$ cat src/rtl/etapa_pipe_reg.sv
// Pipeline-stage register for the MIPS datapath: 1..4 stages of {valid, data, ctrl}; counters under PIPE_STATS_EN.
// Latency: STAGES enabled, non-stalled cycles from i_Data to o_Data; outputs come straight from the last stage.
// Backpressure: i_Stall holds every stage, i_Flush (wins over stall) bubbles every stage, i_Enable=0 freezes all state.
module etapa_pipe_reg #(
    parameter int                DBITS      = 32,
    parameter int                CBITS      = 16,
    parameter logic [CBITS-1:0]  CTRL_RST   = {CBITS{1'b0}},
    parameter int                STAGES     = 1,
    parameter int                CLEAR_DATA = 0,
    parameter int                CNT_W      = 16
) (
    input  logic             i_clk,
    input  logic             i_reset,
    input  logic             i_Enable,
    input  logic             i_Stall,
    input  logic             i_Flush,
    input  logic             i_Valid,
    input  logic [DBITS-1:0] i_Data,
    input  logic [CBITS-1:0] i_Ctrl,
    input  logic             i_CntClear,
    output logic             o_Valid,
    output logic [DBITS-1:0] o_Data,
    output logic [CBITS-1:0] o_Ctrl,
    output logic [CNT_W-1:0] o_StallCnt,
    output logic [CNT_W-1:0] o_FlushCnt
);

    if (STAGES < 1 || STAGES > 4) begin : g_bad_stages
        $fatal(1, "etapa_pipe_reg: STAGES must be in 1..4");
    end

    localparam int LAST = STAGES - 1;

    logic             r_valid [STAGES];
    logic [DBITS-1:0] r_data  [STAGES];
    logic [CBITS-1:0] r_ctrl  [STAGES];

    // A stage loaded with valid=0 always carries CTRL_RST, so bubbles never write anything.
    always_ff @(posedge i_clk or posedge i_reset) begin
        if (i_reset) begin
            for (int k = 0; k < STAGES; k++) begin
                r_valid[k] <= 1'b0;
                r_data[k]  <= '0;
                r_ctrl[k]  <= CTRL_RST;
            end
        end else if (i_Enable) begin
            if (i_Flush) begin
                for (int k = 0; k < STAGES; k++) begin
                    r_valid[k] <= 1'b0;
                    r_ctrl[k]  <= CTRL_RST;
                    if (CLEAR_DATA != 0) begin
                        r_data[k] <= '0;
                    end
                end
            end else if (!i_Stall) begin
                r_valid[0] <= i_Valid;
                r_data[0]  <= i_Data;
                r_ctrl[0]  <= i_Valid ? i_Ctrl : CTRL_RST;
                for (int k = 1; k < STAGES; k++) begin
                    r_valid[k] <= r_valid[k-1];
                    r_data[k]  <= r_data[k-1];
                    r_ctrl[k]  <= r_valid[k-1] ? r_ctrl[k-1] : CTRL_RST;
                end
            end
        end
    end

    assign o_Valid = r_valid[LAST];
    assign o_Data  = r_data[LAST];
    assign o_Ctrl  = r_valid[LAST] ? r_ctrl[LAST] : CTRL_RST;

`ifdef PIPE_STATS_EN
    localparam logic [CNT_W-1:0] C_ONE = CNT_W'(1);

    logic [CNT_W-1:0] r_stall_cnt;
    logic [CNT_W-1:0] r_flush_cnt;

    // Counters freeze with the rest of the block; clear beats an increment in the same cycle.
    always_ff @(posedge i_clk or posedge i_reset) begin
        if (i_reset) begin
            r_stall_cnt <= '0;
            r_flush_cnt <= '0;
        end else if (i_Enable) begin
            if (i_CntClear) begin
                r_stall_cnt <= '0;
                r_flush_cnt <= '0;
            end else begin
                if (i_Flush && !(&r_flush_cnt)) begin
                    r_flush_cnt <= r_flush_cnt + C_ONE;
                end
                if (i_Stall && !i_Flush && !(&r_stall_cnt)) begin
                    r_stall_cnt <= r_stall_cnt + C_ONE;
                end
            end
        end
    end

    assign o_StallCnt = r_stall_cnt;
    assign o_FlushCnt = r_flush_cnt;
`else
    logic w_unused_cntclear;
    assign w_unused_cntclear = i_CntClear;
    assign o_StallCnt        = '0;
    assign o_FlushCnt        = '0;
`endif

endmodule

$ cat config.mk
export PLATFORM = sky130hd
export DESIGN_NAME = etapa_pipe_reg
export DESIGN_NICKNAME = d
export VERILOG_FILES = /design/src/rtl/etapa_pipe_reg.sv
export SDC_FILE = /design/constraint.sdc
export NUM_CORES = 1
export LEC_CHECK = 0
export CELL_PAD_IN_SITES_DETAIL_PLACEMENT = 0
export CELL_PAD_IN_SITES_GLOBAL_PLACEMENT = 2
export CORE_ASPECT_RATIO = 0.8
export CORE_MARGIN = 3
export CORE_UTILIZATION = 24
export CTS_BUF_LIST = sky130_fd_sc_hd__clkbuf_4 sky130_fd_sc_hd__clkbuf_8
export DETAILED_ROUTE_END_ITERATION = 10
export PLACE_DENSITY_LB_ADDON = 0.12
export SLEW_MARGIN = 0
export SYNTH_ARGS = -nofsm -noshare
export SYNTH_HDL_FRONTEND = slang
export SYNTH_SLANG_ARGS = --single-unit
$ cat constraint.sdc
create_clock -name i_clk -period 3.2 [get_ports i_clk]
set_input_delay 0.32 -clock i_clk [delete_from_list [all_inputs] [get_ports i_clk]]
set_output_delay 0.32 -clock i_clk [all_outputs]
set_load 0.01 [all_outputs]
==> results of run 1 <==
==> cells by family after synthesis <==
| kind of cell | after synthesis |
|---|---|
| multiplexers | 32 |
| AND/OR/NAND/NOR | 19 |
| flip-flops | 49 |
| other | 1 |
| AO/OA/AOI/OAI | 32 |
| buffers and inverters | 60 |
==> worst max-delay path, cell delays in order (launching register included) <==
cell and delay (ps):
dfrtp_1 440, inv_1 260, nor2_1 200, clkdlybuf4s50_1 560
==> layer usage <==
layer	vias to the layer above	part of all wire (%)	routed length [µm]
li1	787	-	-
met1	828	44	2610
met2	76	48	2840
met3	2	6.8	403
met4	0	0.65	38
met5	-	0	0
==> flip-flops by register name, summed over array words and instances, names as in the netlist <==
name     flops
o_Data      32
o_Valid      1
r_ctrl      16
==> power by group through the flow <==
stage / Combinational [W] / Sequential, W / Clock (W)
floorplan: 0.000183 / 0.000806 / 0
global placement: 0.000461 / 0.000767 / 0
detailed placement: 0.000460 / 0.000771 / 0
CTS: 0.000462 / 0.000759 / 0.000402
global route: 0.000490 / 0.000771 / 0.000423
finish: 0.000453 / 0.000758 / 0.000379
==> per-stage QoR <==
| stage | std cells | hold slack (ps) | cell area, µm² | worst slack [ps] |
|---|---|---|---|---|
| 6_report | 410 | 494 | 3380 | 1130 |
| 5_1_grt | 410 | 508 | 3380 | 967 |
| 4_1_cts | 410 | 498 | 3380 | 1070 |
| 3_5_place_dp | 402 | 474 | 3290 | 982 |
| 3_3_place_gp | 402 | 467 | 3290 | 983 |
| 2_1_floorplan | 224 | 455 | 2410 | 1710 |
==> cells in the mapped netlist (all sizes together) <==
master and instances:
dfrtp 49, buf 39, mux2 32, inv 16, o22ai 14, a22oi 13, nor2 13, clkbuf 5
a22o 3, and2 3, a21oi 1, and2b 1, and3b 1, conb 1, nor3b 1, o21ai 1
==> final cells by class <==
| cell class | count | area (µm²) | area share, % |
|---|---|---|---|
| clock buffers | 6 | 76.3 | 2.26 |
| clock inverters | 2 | 15.0 | 0.444 |
| inverters | 16 | 60.1 | 1.77 |
| multi-input cells | 115 | 805 | 23.8 |
| flip-flops and latches | 49 | 1230 | 36.2 |
| well taps | 115 | 144 | 4.25 |
| repair buffers | 107 | 1060 | 31.3 |
==> placed cells by master (no fill, tap or decap) <==
cell type | synthesis | final
clkdlybuf4s50_1 | 0 | 102
dfrtp_1 | 49 | 49
conb_1 | 1 | 32
mux2_2 | 29 | 29
inv_1 | 16 | 15
o22ai_1 | 14 | 14
nor2_1 | 13 | 13
a22oi_1 | 13 | 13
clkbuf_8 | 0 | 5
buf_4 | 34 | 5
a22o_1 | 3 | 3
mux2_1 | 3 | 3
and2_1 | 3 | 3
clkinvlp_4 | 0 | 2
and3b_1 | 1 | 1
and2b_1 | 1 | 1
o21ai_0 | 1 | 1
nor3b_4 | 1 | 1
inv_2 | 0 | 1
a21oi_1 | 1 | 1
clkbuf_4 | 0 | 1
==> path summary, 6_finish.rpt <==
kind                                 start    endpoint  slack [ps]  depth (start not counted)
worst min register to register  r_ctrl[13]  r_ctrl[13]         490                          1
min in group asynchronous          i_reset  o_Data[29]         510                          3
worst max register to register     o_Valid     o_Valid        2080                          2
worst max-delay path               o_Valid   o_Ctrl[4]        1130                          3
worst min-delay path            r_ctrl[13]  r_ctrl[13]         490                          1
max in group asynchronous          i_reset   r_ctrl[4]        2240                          3
==> metrics.cfg, run 1 <==
[outcome]
status=complete, no violations

[clock_tree]
cts_buffers=5
clk_latency_ps=300
cts_resized=0
cts_tree=yes
clockBufferDepth=2
clock-root-buffer=clkbuf_8
cts_sinks=49
holdBufCountCts=0
post-cts-setup-buffer-count=0
cts_htree_levels=2
path_clk_slew_ps=90

[worst_setup_path]
cp_data_required_time_ps=2880
cp.arrival_ps=1750
end_kind=output port
startpoint_type=flip-flop
cp_max_fo=14
crit_type=flip-flop to output port

[global_routing]
grt_antenna_before_repair=0
grt.total_usage_pct=10.6
grt_pass1_wl_um=8910
gr-usage-met2_pct=17.2
grt_pass1_vias=1687
use_met1_pct=14.1
grt-ovfl-total=0
grt_max_degree=50
grt_util_met3_pct=2.98
grt.busiest_layer=met2

[timing]
setup_viol=0
tightest_slew_ps=660
fin_crit_sh_pct=64.8
hold_viol_final=0
fin_tns_setup_ps=0
drv_slew=0
slew_headroom_pct=56.0
fin_worst_skew_ps=0
rsz0062_at_grt=no
clock.fmax_mhz=482
finalCriticalPeriod_ps=2070

[synth]
synthCells=193
synth.distinct_cells=20
synth_top_area_cell=dfrtp_1
netlist.area_leader.share_pct=53.5
yosysWarnings=0
synth-seq-cells=49
synthAdderAreaFrac_pct=0
synth_area_um2=2290
yosysSeqAreaShare_pct=53.5
synthXorXnorAreaFrac_pct=0
syn_area_per_cell_um2=11.9
synth_area_leaders=dfrtp_1 53%, mux2_2 14%, buf_4 11%, a22oi_1 4.3%, o22ai_1 3.8%
synth_compound_area_share_pct=9.66
synth_top_family_by_area=buffers and inverters
synthMuxAreaShare_pct=15.7
synth_simple_gate_area_share_pct=4.47

[placed_design]
gp_congestion=0.651
port-buffer-count=102
dp_hpwl_um=4190

[route]
drt_iter0_drc=61
via_per_inst=4.13
firstDrtPassIters=4
drc=0
wl_per_cell_um=14.4
dr_total_vias=1693
drt_wl_total_um=5890
ant_nets=0

[final_layout]
nFillCells=940
fin_util_pct=36.8
area_growth_pct=47.6
drive_above_1_share_pct=14.9
antenna_cells=0
fin_nets=349

[pwr]
p_leak_nw=1.41
p_int_w=0.00115
clock_power_share_pct=23.8
seqPwrFrac_pct=47.7
report.power.total_w=0.00159
comb_power_share_pct=28.5
p_switching_w=0.000439
irDropWorstVdd_v=0.000161
switching_share_pct=27.6
power_density_nw_per_um2=470

[floorplan]
io_pins=136
initial_core_util_pct=24.9
die_area_um2=10800
rows=31
die_w_um=115
fp.dieH_um=93.4
core-area_um2=9190

[worst_hold_path]
min_path_type=flip-flop to flip-flop

[job]
cap_viol_max_count=0

Power figures use the tool's default switching activity.
==> run 2: changes to the inputs <==
--- a/config.mk
+++ b/config.mk
@@ -9,7 +9,7 @@
 export CELL_PAD_IN_SITES_GLOBAL_PLACEMENT = 2
 export CORE_ASPECT_RATIO = 0.8
 export CORE_MARGIN = 3
-export CORE_UTILIZATION = 24
+export CORE_UTILIZATION = 20
 export CTS_BUF_LIST = sky130_fd_sc_hd__clkbuf_4 sky130_fd_sc_hd__clkbuf_8
 export DETAILED_ROUTE_END_ITERATION = 10
 export PLACE_DENSITY_LB_ADDON = 0.12
==> constraint.sdc (replaced) <==
create_clock -name i_clk -period 1.9 [get_ports i_clk]
set_input_delay 0.19 -clock i_clk [delete_from_list [all_inputs] [get_ports i_clk]]
set_output_delay 0.19 -clock i_clk [all_outputs]
set_load 0.01 [all_outputs]
==> run 2 against run 1 <==
Net effect:
- global-route usage is 1.1 points lower
- design area is 4.1% higher
- worst hold slack worse by 250 ps
- non-clock buffer count is 5 higher
- routed wire length is 4.7% higher
- utilization is 4.8 points lower
- total power is 74% higher
- combinational power is 75% higher
- highest routed layer unchanged
- largest cell class unchanged
- die area is 19% higher
- first-iteration DRC count is 8.2% lower
- count of clock-buffer cells in the layout is 1 higher
==> metrics.cfg, run 2 (synthesis gave the netlist of run 1 again) <==
[global_routing]
grt_antenna_before_repair=0  ; unchanged
grt.total_usage_pct=9.56  ; -1.1 points
grt_max_degree=50  ; unchanged
grt_pass1_wl_um=9360  ; +5.0%
grt-ovfl-total=0  ; unchanged
grt_pass1_vias=1690  ; +0.18%

[worst_setup_path]
critPathCapture=o_Ctrl[11]
startpoint_type=flip-flop
rr_worst_depth=3  ; +1
cp.arrival_ps=1630  ; -120 ps
slowest_stage=clkdlybuf4s50_1
cp_max_fo=6  ; -8
path_depth=4  ; +1
critPathBufInv=3  ; +1
critical_path.max_stage_delay_ps=540  ; -20 ps
crit_type=flip-flop to output port
end_kind=output port
r2r-end=o_Valid
critPathTopFamily=buffers and inverters
ff2ff_setup_slack_ps=990  ; -1090 ps
cp-startpoint=o_Valid
r2r-start=o_Valid
crit_chain=clkinvlp_4 -> buf_4 -> nor2_1 -> clkdlybuf4s50_1
cp_data_required_time_ps=1710  ; -1170 ps

[final_layout]
fin_util_pct=32.0  ; -4.8 points
drive_above_1_share_pct=16.7  ; +1.8 points
final_cell_mix=96 x clkdlybuf4s50_1, 49 x dfrtp_1, 32 x conb_1, 29 x mux2_2
layout_commonest_cell=clkdlybuf4s50_1
area_growth_pct=53.7
fin_cells=444  ; +8.3%
antenna_cells=0  ; unchanged
largest_reg_flops=32  ; unchanged
fin_nets=354  ; +1.4%

[placed_design]
placed_cells=434  ; +8.0%
port-buffer-count=102  ; unchanged
gp_congestion=0.653  ; +0.28%
place_ws_ps=146  ; -836 ps
dp_hpwl_um=4210  ; +0.46%

[clock_tree]
cts_sinks=49  ; unchanged
clk_latency_ps=300  ; about the same
path_clk_slew_ps=90  ; about the same
cts_buffers=5  ; unchanged
cts_htree_levels=2  ; unchanged
cts_tree=yes
clockBufferDepth=2  ; unchanged
holdBufCountCts=0  ; unchanged
clock-root-buffer=clkbuf_8

[floorplan]
initial_core_util_pct=20.8  ; -4.1 points
die_area_um2=12800  ; +19%
fp.dieH_um=102  ; +8.9%
die_w_um=126  ; +9.0%
rows=34  ; +9.7%
core-area_um2=11000  ; +20%
io_pins=136  ; unchanged

[route]
ant_nets=0  ; unchanged
drc=0  ; unchanged
drt_iter0_drc=56  ; -8.2%
firstDrtPassIters=4  ; unchanged
drt_wl_total_um=6160  ; +4.7%
via_per_inst=3.87  ; -6.3%
dr_total_vias=1717  ; +1.4%
wl_per_cell_um=13.9  ; -3.3%

[job]
cap_viol_max_count=0  ; unchanged

[timing]
setup_viol=0  ; unchanged
drv_slew=0  ; unchanged
hold_viol_final=0  ; unchanged
clock.fmax_mhz=550
finalWorstSetupSlack_ps=83.3  ; -1040 ps
finalCriticalPeriod_ps=1820
fin_crit_sh_pct=95.6
fin_worst_skew_ps=0  ; unchanged
hold_slack_ps=246  ; -248 ps

[pwr]
power_density_nw_per_um2=783  ; +67%
report.power.total_w=0.00276  ; +74%
p_leak_nw=1.57  ; +11%
irDropWorstVdd_v=0.000276  ; +72%

[outcome]
status=complete, no violations

[worst_hold_path]
min_path_type=input pin to async pin

run 2: cell count changes in the layout (fill, tap and decap cells not counted), sizes merged:
cell | previous run | this run
inv | 16 | 15
clkdlybuf4s50 | 102 | 96
buf | 5 | 10
clkbuf | 6 | 7
dlymetal6s2s | 0 | 6
clkinv | 0 | 1
clkinvlp | 2 | 1
run 2: what timing repair did:
item | 4_1_cts | 5_1_grt
resized for setup | 1 | 6
pin swaps | 0 | 0
endpoints found under the setup margin | 8 | 6
hold endpoints to repair | 0 | 0
buffers inserted | 2 | 0
run 2: worst register-to-register path, delay by kind of cell (launching register included):
kind	cells	cell delay [ps]
AOI/OAI and AO/OA	2	220
buffers and inverters	1	170
DFF	1	410
run 2: cell type report:
cell class	instances	area [µm²]
Multi-Input combinational cell	115	805
Fill cell	1114	7490
Inverter	16	63.8
Clock inverter	1	5.00
Clock buffer	7	96.3
Sequential cell	49	1230
Tap cell	144	180
Timing Repair Buffer	112	1150
run 2: metrics by stage:
| step | setup TNS [ps] | area, µm² |
|---|---|---|
| 3_5_place_dp | 0 | 3380 |
| 3_3_place_gp | 0 | 3380 |
| 6_report | 0 | 3520 |
| 5_1_grt | -4.16 | 3520 |
| 4_1_cts | 0 | 3510 |
| 2_1_floorplan | 0 | 2410 |
run 2: worst min path at each step:
stage	endpoint	slack (ps)	cells after the start
floorplan	o_Data[0]	320	1
global placement	o_Data[0]	470	1
detailed placement	r_ctrl[12]	470	1
CTS	o_Data[5]	250	3
global route	o_Data[30]	270	3
finish	o_Data[5]	250	3
run 2: metal layers:
metal	vias to the layer above	GRT usage [%]	wire, µm
li1	804	-	-
met4	0	4.00	95
met1	822	12.9	2810
met3	7	4.11	593
met5	-	0	0
met2	84	13.4	2670
run 2: power by group:
| part | internal [W] | total [W] | switching [W] |
|---|---|---|---|
| clock | 0.000330 | 0.000691 | 0.000361 |
| sequential | 0.00120 | 0.00127 | 0.0000757 |
| combinational | 0.000486 | 0.000794 | 0.000308 |
| total | 0.00201 | 0.00276 | 0.000745 |
